File: src/rtl/pipe_ctrl_pkg.sv
// Shared definitions for the pipeline sequencer: FSM states, stall encodings
// and the per-stage stall bit positions.
package pipe_ctrl_pkg;

    typedef enum logic [1:0] {
        ST_IDLE,
        ST_MC_BUSY,
        ST_FLUSH
    } pipe_state_t;

    localparam int unsigned STALL_W     = 6;
    localparam int unsigned STALL_PC_B  = 0;
    localparam int unsigned STALL_IF_B  = 1;
    localparam int unsigned STALL_ID_B  = 2;
    localparam int unsigned STALL_EX_B  = 3;
    localparam int unsigned STALL_MEM_B = 4;
    localparam int unsigned STALL_WB_B  = 5;

    // Holding a stage also holds everything upstream of it.
    function automatic logic [STALL_W-1:0] stall_upto(input int unsigned last_b);
        logic [STALL_W-1:0] m;
        m = '0;
        for (int unsigned i = 0; i < STALL_W; i++) begin
            if (i <= last_b) m[i] = 1'b1;
        end
        return m;
    endfunction

    localparam logic [STALL_W-1:0] STALL_NONE = '0;
    localparam logic [STALL_W-1:0] STALL_ID   = stall_upto(STALL_ID_B);
    localparam logic [STALL_W-1:0] STALL_EX   = stall_upto(STALL_EX_B);

endpackage

File: src/rtl/pipe_ctrl_perf_sat_cnt.sv
// 32-bit saturating event counter with synchronous clear; clear beats increment.
module perf_sat_cnt (
    input  logic        i_clk,
    input  logic        i_rst_n,
    input  logic        i_clr,
    input  logic        i_inc,
    output logic [31:0] o_cnt
);

    logic [31:0] r_cnt;

    always_ff @(posedge i_clk or negedge i_rst_n) begin
        if (!i_rst_n) begin
            r_cnt <= '0;
        end else if (i_clr) begin
            r_cnt <= '0;
        end else if (i_inc && (r_cnt != '1)) begin
            r_cnt <= r_cnt + 32'd1;
        end
    end

    assign o_cnt = r_cnt;

endmodule

File: src/rtl/pipe_ctrl.sv
// Pipeline sequencer: per-stage stall vector, multi-cycle EX tracking,
// registered flush/redirect pulse and a stall-cycle performance counter.
module pipe_ctrl
    import pipe_ctrl_pkg::*;
#(
    parameter int unsigned CNT_W        = 6,
    parameter int unsigned FLUSH_CYCLES = 1
) (
    input  logic               clk,
    input  logic               rst,
    input  logic               stallreq_id,
    input  logic               mc_start,
    input  logic [CNT_W-1:0]   mc_cycles,
    input  logic               flush_req,
    input  logic [31:0]        flush_pc,
    input  logic               perf_clr,
    output logic [STALL_W-1:0] stall,
    output logic               flush,
    output logic [31:0]        new_pc,
    output logic               mc_busy,
    output logic [31:0]        stall_cycles
);

    localparam logic [1:0] FCNT_LOAD = 2'(FLUSH_CYCLES - 1);

    pipe_state_t        r_state, w_state_nxt;
    logic [CNT_W-1:0]   r_cnt, w_cnt_nxt;
    logic [1:0]         r_fcnt, w_fcnt_nxt;
    logic [31:0]        r_new_pc, w_new_pc_nxt;
    logic [STALL_W-1:0] w_stall;
    logic [STALL_W-1:0] w_stall_out;

    always_ff @(posedge clk or negedge rst) begin
        if (!rst) begin
            r_state  <= ST_IDLE;
            r_cnt    <= '0;
            r_fcnt   <= '0;
            r_new_pc <= '0;
        end else begin
            r_state  <= w_state_nxt;
            r_cnt    <= w_cnt_nxt;
            r_fcnt   <= w_fcnt_nxt;
            r_new_pc <= w_new_pc_nxt;
        end
    end

    always_comb begin
        w_state_nxt  = r_state;
        w_cnt_nxt    = r_cnt;
        w_fcnt_nxt   = r_fcnt;
        w_new_pc_nxt = r_new_pc;
        w_stall      = STALL_NONE;

        case (r_state)
            ST_IDLE: begin
                if (flush_req) begin
                    w_state_nxt  = ST_FLUSH;
                    w_new_pc_nxt = flush_pc;
                    w_fcnt_nxt   = FCNT_LOAD;
                end else if (mc_start) begin
                    // A zero-length op issues no stall and also masks the ID request.
                    if (mc_cycles != '0) begin
                        w_stall = STALL_EX;
                        if (mc_cycles != CNT_W'(1)) begin
                            w_cnt_nxt   = mc_cycles - CNT_W'(1);
                            w_state_nxt = ST_MC_BUSY;
                        end
                    end
                end else if (stallreq_id) begin
                    w_stall = STALL_ID;
                end
            end

            ST_MC_BUSY: begin
                if (flush_req) begin
                    w_cnt_nxt    = '0;
                    w_state_nxt  = ST_FLUSH;
                    w_new_pc_nxt = flush_pc;
                    w_fcnt_nxt   = FCNT_LOAD;
                end else begin
                    w_stall = STALL_EX;
                    if (r_cnt == CNT_W'(1)) begin
                        w_cnt_nxt   = '0;
                        w_state_nxt = ST_IDLE;
                    end else begin
                        w_cnt_nxt = r_cnt - CNT_W'(1);
                    end
                end
            end

            ST_FLUSH: begin
                if (r_fcnt == '0) begin
                    w_state_nxt = ST_IDLE;
                end else begin
                    w_fcnt_nxt = r_fcnt - 2'd1;
                end
            end

            default: begin
                w_state_nxt = ST_IDLE;
            end
        endcase
    end

    // Stall is combinational on the inputs, so it must be forced low while reset is held.
    assign w_stall_out = rst ? w_stall : STALL_NONE;

    assign stall   = w_stall_out;
    assign flush   = (r_state == ST_FLUSH);
    assign mc_busy = (r_state == ST_MC_BUSY);
    assign new_pc  = r_new_pc;

    perf_sat_cnt u_perf (
        .i_clk   (clk),
        .i_rst_n (rst),
        .i_clr   (perf_clr),
        .i_inc   (w_stall_out != STALL_NONE),
        .o_cnt   (stall_cycles)
    );

endmodule

File: config.mk
export PLATFORM = sky130hd
export DESIGN_NAME = pipe_ctrl
export DESIGN_NICKNAME = d
export VERILOG_FILES = /design/src/rtl/pipe_ctrl_pkg.sv /design/src/rtl/pipe_ctrl_perf_sat_cnt.sv /design/src/rtl/pipe_ctrl.sv
export SDC_FILE = /design/constraint.sdc
export NUM_CORES = 1
export LEC_CHECK = 0
export ABC_CLOCK_PERIOD_IN_PS = 3600
export BUFFER_PORTS_ARGS = -buffer_cell sky130_fd_sc_hd__buf_2
export CORE_MARGIN = 2
export CORE_UTILIZATION = 35
export CTS_CLUSTER_SIZE = 20
export DETAILED_ROUTE_END_ITERATION = 16
export PLACE_DENSITY = 0.6
export SLEW_MARGIN = 10
export SYNTH_ARGS = -nofsm -noshare
export SYNTH_HDL_FRONTEND = slang
export SYNTH_HIERARCHICAL = 1
export SYNTH_SLANG_ARGS = --single-unit
File: constraint.sdc
create_clock -name clk -period 3.6 [get_ports clk]
set_input_delay 0.36 -clock clk [delete_from_list [all_inputs] [get_ports clk]]
set_output_delay 0.36 -clock clk [all_outputs]
set_load 0.005 [all_outputs]
==> results of run 1 <==
## cells by family (layout without fill, tap and decap cells)
group | after synthesis | count (layout)
AND/OR/NAND/NOR | 125 | 125
flip-flops | 74 | 74
AO/OA/AOI/OAI | 59 | 59
multiplexers | 41 | 41
buffers and inverters | 34 | 149
XOR/XNOR | 15 | 15
adder cells (fa/ha/maj) | 6 | 6
other | 1 | 2
## power by group
part | switching (W) | total [W] | leakage [nW] | internal [W]
registers | 0.000136 | 0.00120 | 0.944 | 0.00106
clock network | 0.000308 | 0.000804 | 0.129 | 0.000496
logic | 0.000363 | 0.000782 | 1.17 | 0.000419
## layout by cell type, fill, tap and decap left out, types with 6 or more instances in the layout
master	n
buf_2	112
dfrtp_1	74
mux2_2	37
nor2_1	34
inv_1	18
nand2_1	14
a21oi_1	13
nand3_1	12
clkbuf_8	11
xnor2_1	10
nor2b_1	7
nor3_1	7
and3_1	7
or3_1	6
a211oi_1	6
ha_1	6
nand4_1	6
## cells in the mapped netlist (6+ instances only)
master and number:
mux2_2 37, nand4_1 6, a21oi_1 13, nor2b_1 8, and3_1 7, nor2_1 34
or3_1 6, dfrtp_1 74, xnor2_1 10, ha_1 6, nand2_1 14, nand3_1 12
nor3_1 7, a211oi_1 6, clkbuf_1 6, inv_1 18
## routing by layer
metal / vias to the layer above / wire [µm]
met4: 0 / 172
met1: 1513 / 4052
met5: - / 0
met2: 84 / 4103
li1: 1497 / -
met3: 14 / 517
## stage by stage
step / total power [W] / cell area (µm²)
final: 0.002786 / 4770
after global routing: 0.002964 / 4770
after CTS: 0.002828 / 4770
after detailed placement: 0.002002 / 4518
after global placement: 0.001980 / 4518
after floorplan: 0.001669 / 3842
## worst min-delay path by stage
stage	slack, ps	startpoint	end
6_report	240	flush_pc[30]	new_pc[30]
5_1_grt	230	flush_pc[21]	new_pc[21]
4_1_cts	220	flush_pc[22]	new_pc[22]
3_5_place_dp	480	r_fcnt[1]	r_fcnt[1]
3_3_place_gp	470	r_fcnt[1]	r_fcnt[1]
2_1_floorplan	60	rst	new_pc[0]
## cell type report
type	instances	area, µm²	area share [%]
multi-input combinational	248	1841	38.59
sequential	74	1852	38.82
timing repair buffer	115	583.1	12.22
clock buffer	11	151.4	3.174
tap	140	175.2	3.673
clock inverter	5	100.1	2.099
inverter	18	67.56	1.417
## flip-flops by register name (all words and copies together) (netlist names)
name / cells
new_pc: 32
r_cnt: 6
r_fcnt: 2
r_state: 2
u_perf/o_cnt: 32
==> results.cfg, run 1 <==
[run_status]
outcome = completed

[timing]
tightest_slew_ps = 964.0
hold_ws_ps = 241.5
min_period_ps = 2665
clock_skew_ps = 7.540
slew_headroom_pct = 35.73
final_hold_viol_count = 0
setup_viol = 0
final-max-slew-violation-count = 0
rsz0062_at_grt = false
fmax_mhz = 375.2
worst_slack_ps = 935.0
fin_crit_sh_pct = 74.03
final.setup.tns_ps = 0

[global_route]
groute.layer.met1.usage_pct = 20.90
grt_use_met3_pct = 3.048
gr-total-overflow = 0
grt-busiest-layer = met2
met2_usage_pct = 24.38
grt_pass1_wl_um = 14470
antenna_found_initial = 0
grt_usage_pct = 15.64
grt_pass1_vias = 3028
grt_max_degree = 77

[cts]
numCtsBuffers = 9
cts.htree.levels = 3
post_cts_resize_count = 0
ctsHoldBuffers = 0
clk_pin_slew_ps = 80
cts_buffer_depth = 2
cts.sinks = 74
post_cts_buffers = 0
root_buffer = clkbuf_8
cts_tree = built
clock_latency_ps = 340

[critical_path]
reg2reg_to = u_perf/o_cnt[31]
r2r_start = r_state[1]
worstSetupPathType = in -> reg
critical_path.max_stage_delay_ps = 560
cp-endpoint = u_perf/o_cnt[31]
crit_path_cell_trace = buf_2, or4_4, o21a_1, o311a_1, and3_1, nand4_1, a21o_1, nor4_1, mux2_2
cp.arrival_ps = 2900
r2r_cells = 7
crit_family = compound AO/OA/AOI/OAI gates
critPathSlowestCell = or4_4
cp-end-kind = flop
worst_setup_path_start_kind = input port
r2r_slack_ps = 950
critPathBufInv = 1
critPathLaunch = mc_cycles[3]
crit_cells = 9
critPathMaxFanout = 19
cp.required_ps = 3840

[synthesis]
async_flop_share_pct = 100.0
ys_types = 62
synth_xor_area_share_pct = 3.422
synth_mux_area_share_pct = 12.06
synth_top_family_by_area = simple AND/OR/NAND/NOR gates
synthTopCellsByArea = dfrtp_1 48%, mux2_2 11%, nor2_1 3.3%, xnor2_1 2.3%, ha_1 2.0%
synth_edf_count = 0
synth_fa_ha_area_share_pct = 1.956
yosys.area_share.simple_pct = 18.58
synth_largest_area_cell = dfrtp_1
syn-instance-count = 355
synth_compound_area_share_pct = 11.67
yosysWarnings = 6
ys_seq_area_share_pct = 48.24
synth_top_area_share_pct = 48.24
syn_avg_cell_area_um2 = 10.81
synthFlopType = dfrtp_1
syn-cell-area_um2 = 3839
ys_ff_latch = 74

[finish]
diodes = 0
instances_no_fill = 611
fill_cells = 1057
syn_to_final_growth_pct = 24.25
drive_above_1_share_pct = 39.49
layout.nets = 516
utilization_pct = 44.19

[detailed_routing]
firstDrtPassIters = 4
dr.first_iter.drc_count = 143
wirelength_um = 8847
wl_per_cell_um = 14.48
drt-vias-per-instance = 5.087
drc = 0
vias = 3108
drtAntennaViolNets = 0

[die]
initial_core_util_pct = 35.57
num_rows = 38
core_region_area_um2 = 10790
ios = 116
die_y_um = 108.7
die_w_um = 108.7
dieArea_um2 = 11820

[power]
worst_ir_drop_vdd_mv = 0.2537
p_leak_nw = 2.246
power.density_nw_per_um2 = 584.1

[placement]
port-buffer-count = 113
post-place-ws_ps = 580.9
dp.cells = 595
place_congestion = 0.8322
dp_hpwl_um = 6234

[job]
maxCapViolCount = 0

[worst_hold_path]
min_path_type = in -> reg
min_path_cells = 2
Power figures use the tool's default switching activity.
==> run 2, diff against run 1 <==
--- a/config.mk
+++ b/config.mk
@@ -5,13 +5,13 @@
 export SDC_FILE = /design/constraint.sdc
 export NUM_CORES = 1
 export LEC_CHECK = 0
-export ABC_CLOCK_PERIOD_IN_PS = 3600
+export ABC_CLOCK_PERIOD_IN_PS = 2160
 export BUFFER_PORTS_ARGS = -buffer_cell sky130_fd_sc_hd__buf_2
 export CORE_MARGIN = 2
 export CORE_UTILIZATION = 35
 export CTS_CLUSTER_SIZE = 20
 export DETAILED_ROUTE_END_ITERATION = 16
-export PLACE_DENSITY = 0.6
+export PLACE_DENSITY = 0.62
 export SLEW_MARGIN = 10
 export SYNTH_ARGS = -nofsm -noshare
 export SYNTH_HDL_FRONTEND = slang
==> constraint.sdc (replaced) <==
create_clock -name clk -period 2.16 [get_ports clk]
set_input_delay 0.216 -clock clk [delete_from_list [all_inputs] [get_ports clk]]
set_output_delay 0.216 -clock clk [all_outputs]
set_load 0.005 [all_outputs]
==> run 2 against run 1 <==
Critical path depth is the same. Global-route usage grew 1.1 points. Clock power grew 17%. Non-clock buffer count grew 42. Largest cell class is now multi-input gates. Die area is the same. Via count grew 5.7%. Worst hold slack lost 140 ps. Routed wire length grew 7.1%. Clock-buffer cell count grew 2. Largest power group unchanged. Flip-flop and latch count is the same.
==> results.cfg, run 2 (synthesized netlist as in run 1, its figures left out) <==
[worst_hold_path]
min_path_type = in -> reg

[finish]
drive_above_1_share_pct = 45.69
final_cell_mix = 112 x buf_2, 74 x dfrtp_1, 42 x buf_4
fill_cells = 1027
design_area_um2 = 5064
utilization_pct = 46.92
final_common_cell = buf_2
syn_to_final_growth_pct = 31.91
layout.nets = 558
diodes = 0

[global_route]
grt_pass1_vias = 3247
grt_pass1_wl_um = 15410
grt_usage_pct = 16.72
antenna_found_initial = 0
grt_max_degree = 77
gr-total-overflow = 0

[power]
power.density_nw_per_um2 = 858.2
p_leak_nw = 2.422
power_w = 0.004346
worst_ir_drop_vdd_mv = 0.4694

[timing]
fmax_mhz = 477.6
worst_slack_ps = 66.33
clock_skew_ps = 10.85
tightest_slew_ps = 978.9
fin_crit_sh_pct = 96.93
rsz0062_at_grt = true
slew_headroom_pct = 34.74
final-max-slew-violation-count = 0
final.setup.tns_ps = 0
min_period_ps = 2094
final_hold_viol_count = 0
setup_viol = 0

[run_status]
outcome = completed

[critical_path]
critical_path.max_stage_delay_ps = 390
cp.required_ps = 2390
cp-end-kind = flop
critPathMaxFanout = 8
critPathBufInv = 2
worst_setup_path_start_kind = flop
crit_path_cell_trace = nor2_2, o311a_1, and3_4, nand4_1, a21o_4, buf_12, buf_4, o31ai_1, a21oi_2
cp.arrival_ps = 2330
worstSetupPathType = reg -> reg
crit_family = compound AO/OA/AOI/OAI gates
critPathSlowestCell = dfrtp_1

[die]
num_rows = 38
ios = 116
die_y_um = 108.7
core_region_area_um2 = 10790
dieArea_um2 = 11820
die_w_um = 108.7
initial_core_util_pct = 35.57

[cts]
clock_latency_ps = 350
ctsHoldBuffers = 0
cts.sinks = 74
numCtsBuffers = 9
cts_buffer_depth = 2
clk_pin_slew_ps = 80
cts.htree.levels = 3
cts_tree = built
root_buffer = clkbuf_8

[detailed_routing]
drtAntennaViolNets = 0
dr.first_iter.drc_count = 161
firstDrtPassIters = 4
vias = 3286
drt-vias-per-instance = 5.055
wl_per_cell_um = 14.58
wirelength_um = 9474
drc = 0

[job]
maxCapViolCount = 0

[placement]
dp_hpwl_um = 6858
placed_area_um2 = 4821
post-place-ws_ps = -302.0
port-buffer-count = 113
place_congestion = 0.8034
[run 2: cell types whose count changed in the layout (fill, tap and decap cells not counted), sizes merged]
cell | previous run | this run
buf | 115 | 157
clkinv | 2 | 0
bufinv | 3 | 0
clkbuf | 11 | 13
[run 2: metal layers]
layer | part of all wire, % | up-vias | GRT usage, %
li1 | - | 1578 | -
met1 | 44 | 1613 | 21.52
met2 | 49 | 78 | 27.05
met3 | 4.7 | 17 | 3.228
met4 | 2.1 | 0 | 7.967
met5 | 0 | - | 0
[run 2: through the flow]
step                      std cells  hold slack (ps)
after detailed placement        631            452.0
after global routing            650            86.26
after global placement          631            447.7
final                           650            97.49
after CTS                       644            78.98
after floorplan                 356           -79.59
[run 2: area by class of cell]
type	instances	area, µm²	area share [%]
Clock buffer	13	158.9	3.138
Sequential cell	74	1852	36.57
Inverter	18	67.56	1.334
Timing Repair Buffer	157	927.1	18.31
Tap cell	140	175.2	3.459
Multi-Input combinational cell	248	1883	37.19
[run 2: worst reg2reg max path, delay by kind of cell, from the launching register on]
family          cells  cell delay [ps]
compound gates      4              920
buf+inv             2              270
flops               1              390
simple gates        3              410
[run 2: path summary, 6_finish.rpt]
path | slack (ps) | end | start | depth (start not counted)
max | 70 | u_perf/o_cnt[21] | r_state[1] | 9
min in group asynchronous | 110 | u_perf/o_cnt[5] | rst | 2
max in group asynchronous | 1390 | r_state[0] | rst | 2
min reg2reg | 500 | r_fcnt[1] | r_fcnt[1] | 1
min | 100 | new_pc[14] | flush_pc[14] | 2
max reg2reg | 70 | u_perf/o_cnt[21] | r_state[1] | 9
[run 2: where the power goes]
group / leakage [nW] / switching [W] / internal (W)
sequential: 0.944 / 0.000208 / 0.00177
combinational: 1.40 / 0.000643 / 0.000785
clock: 0.0815 / 0.000475 / 0.000462
[run 2: timing repair]
action                                  4_1_cts  5_1_grt
resized for setup                             1        9
endpoints found under the setup margin        1        8
gates cloned                                  0        0
pin swaps                                     0        9
setup buffers                                 0        6
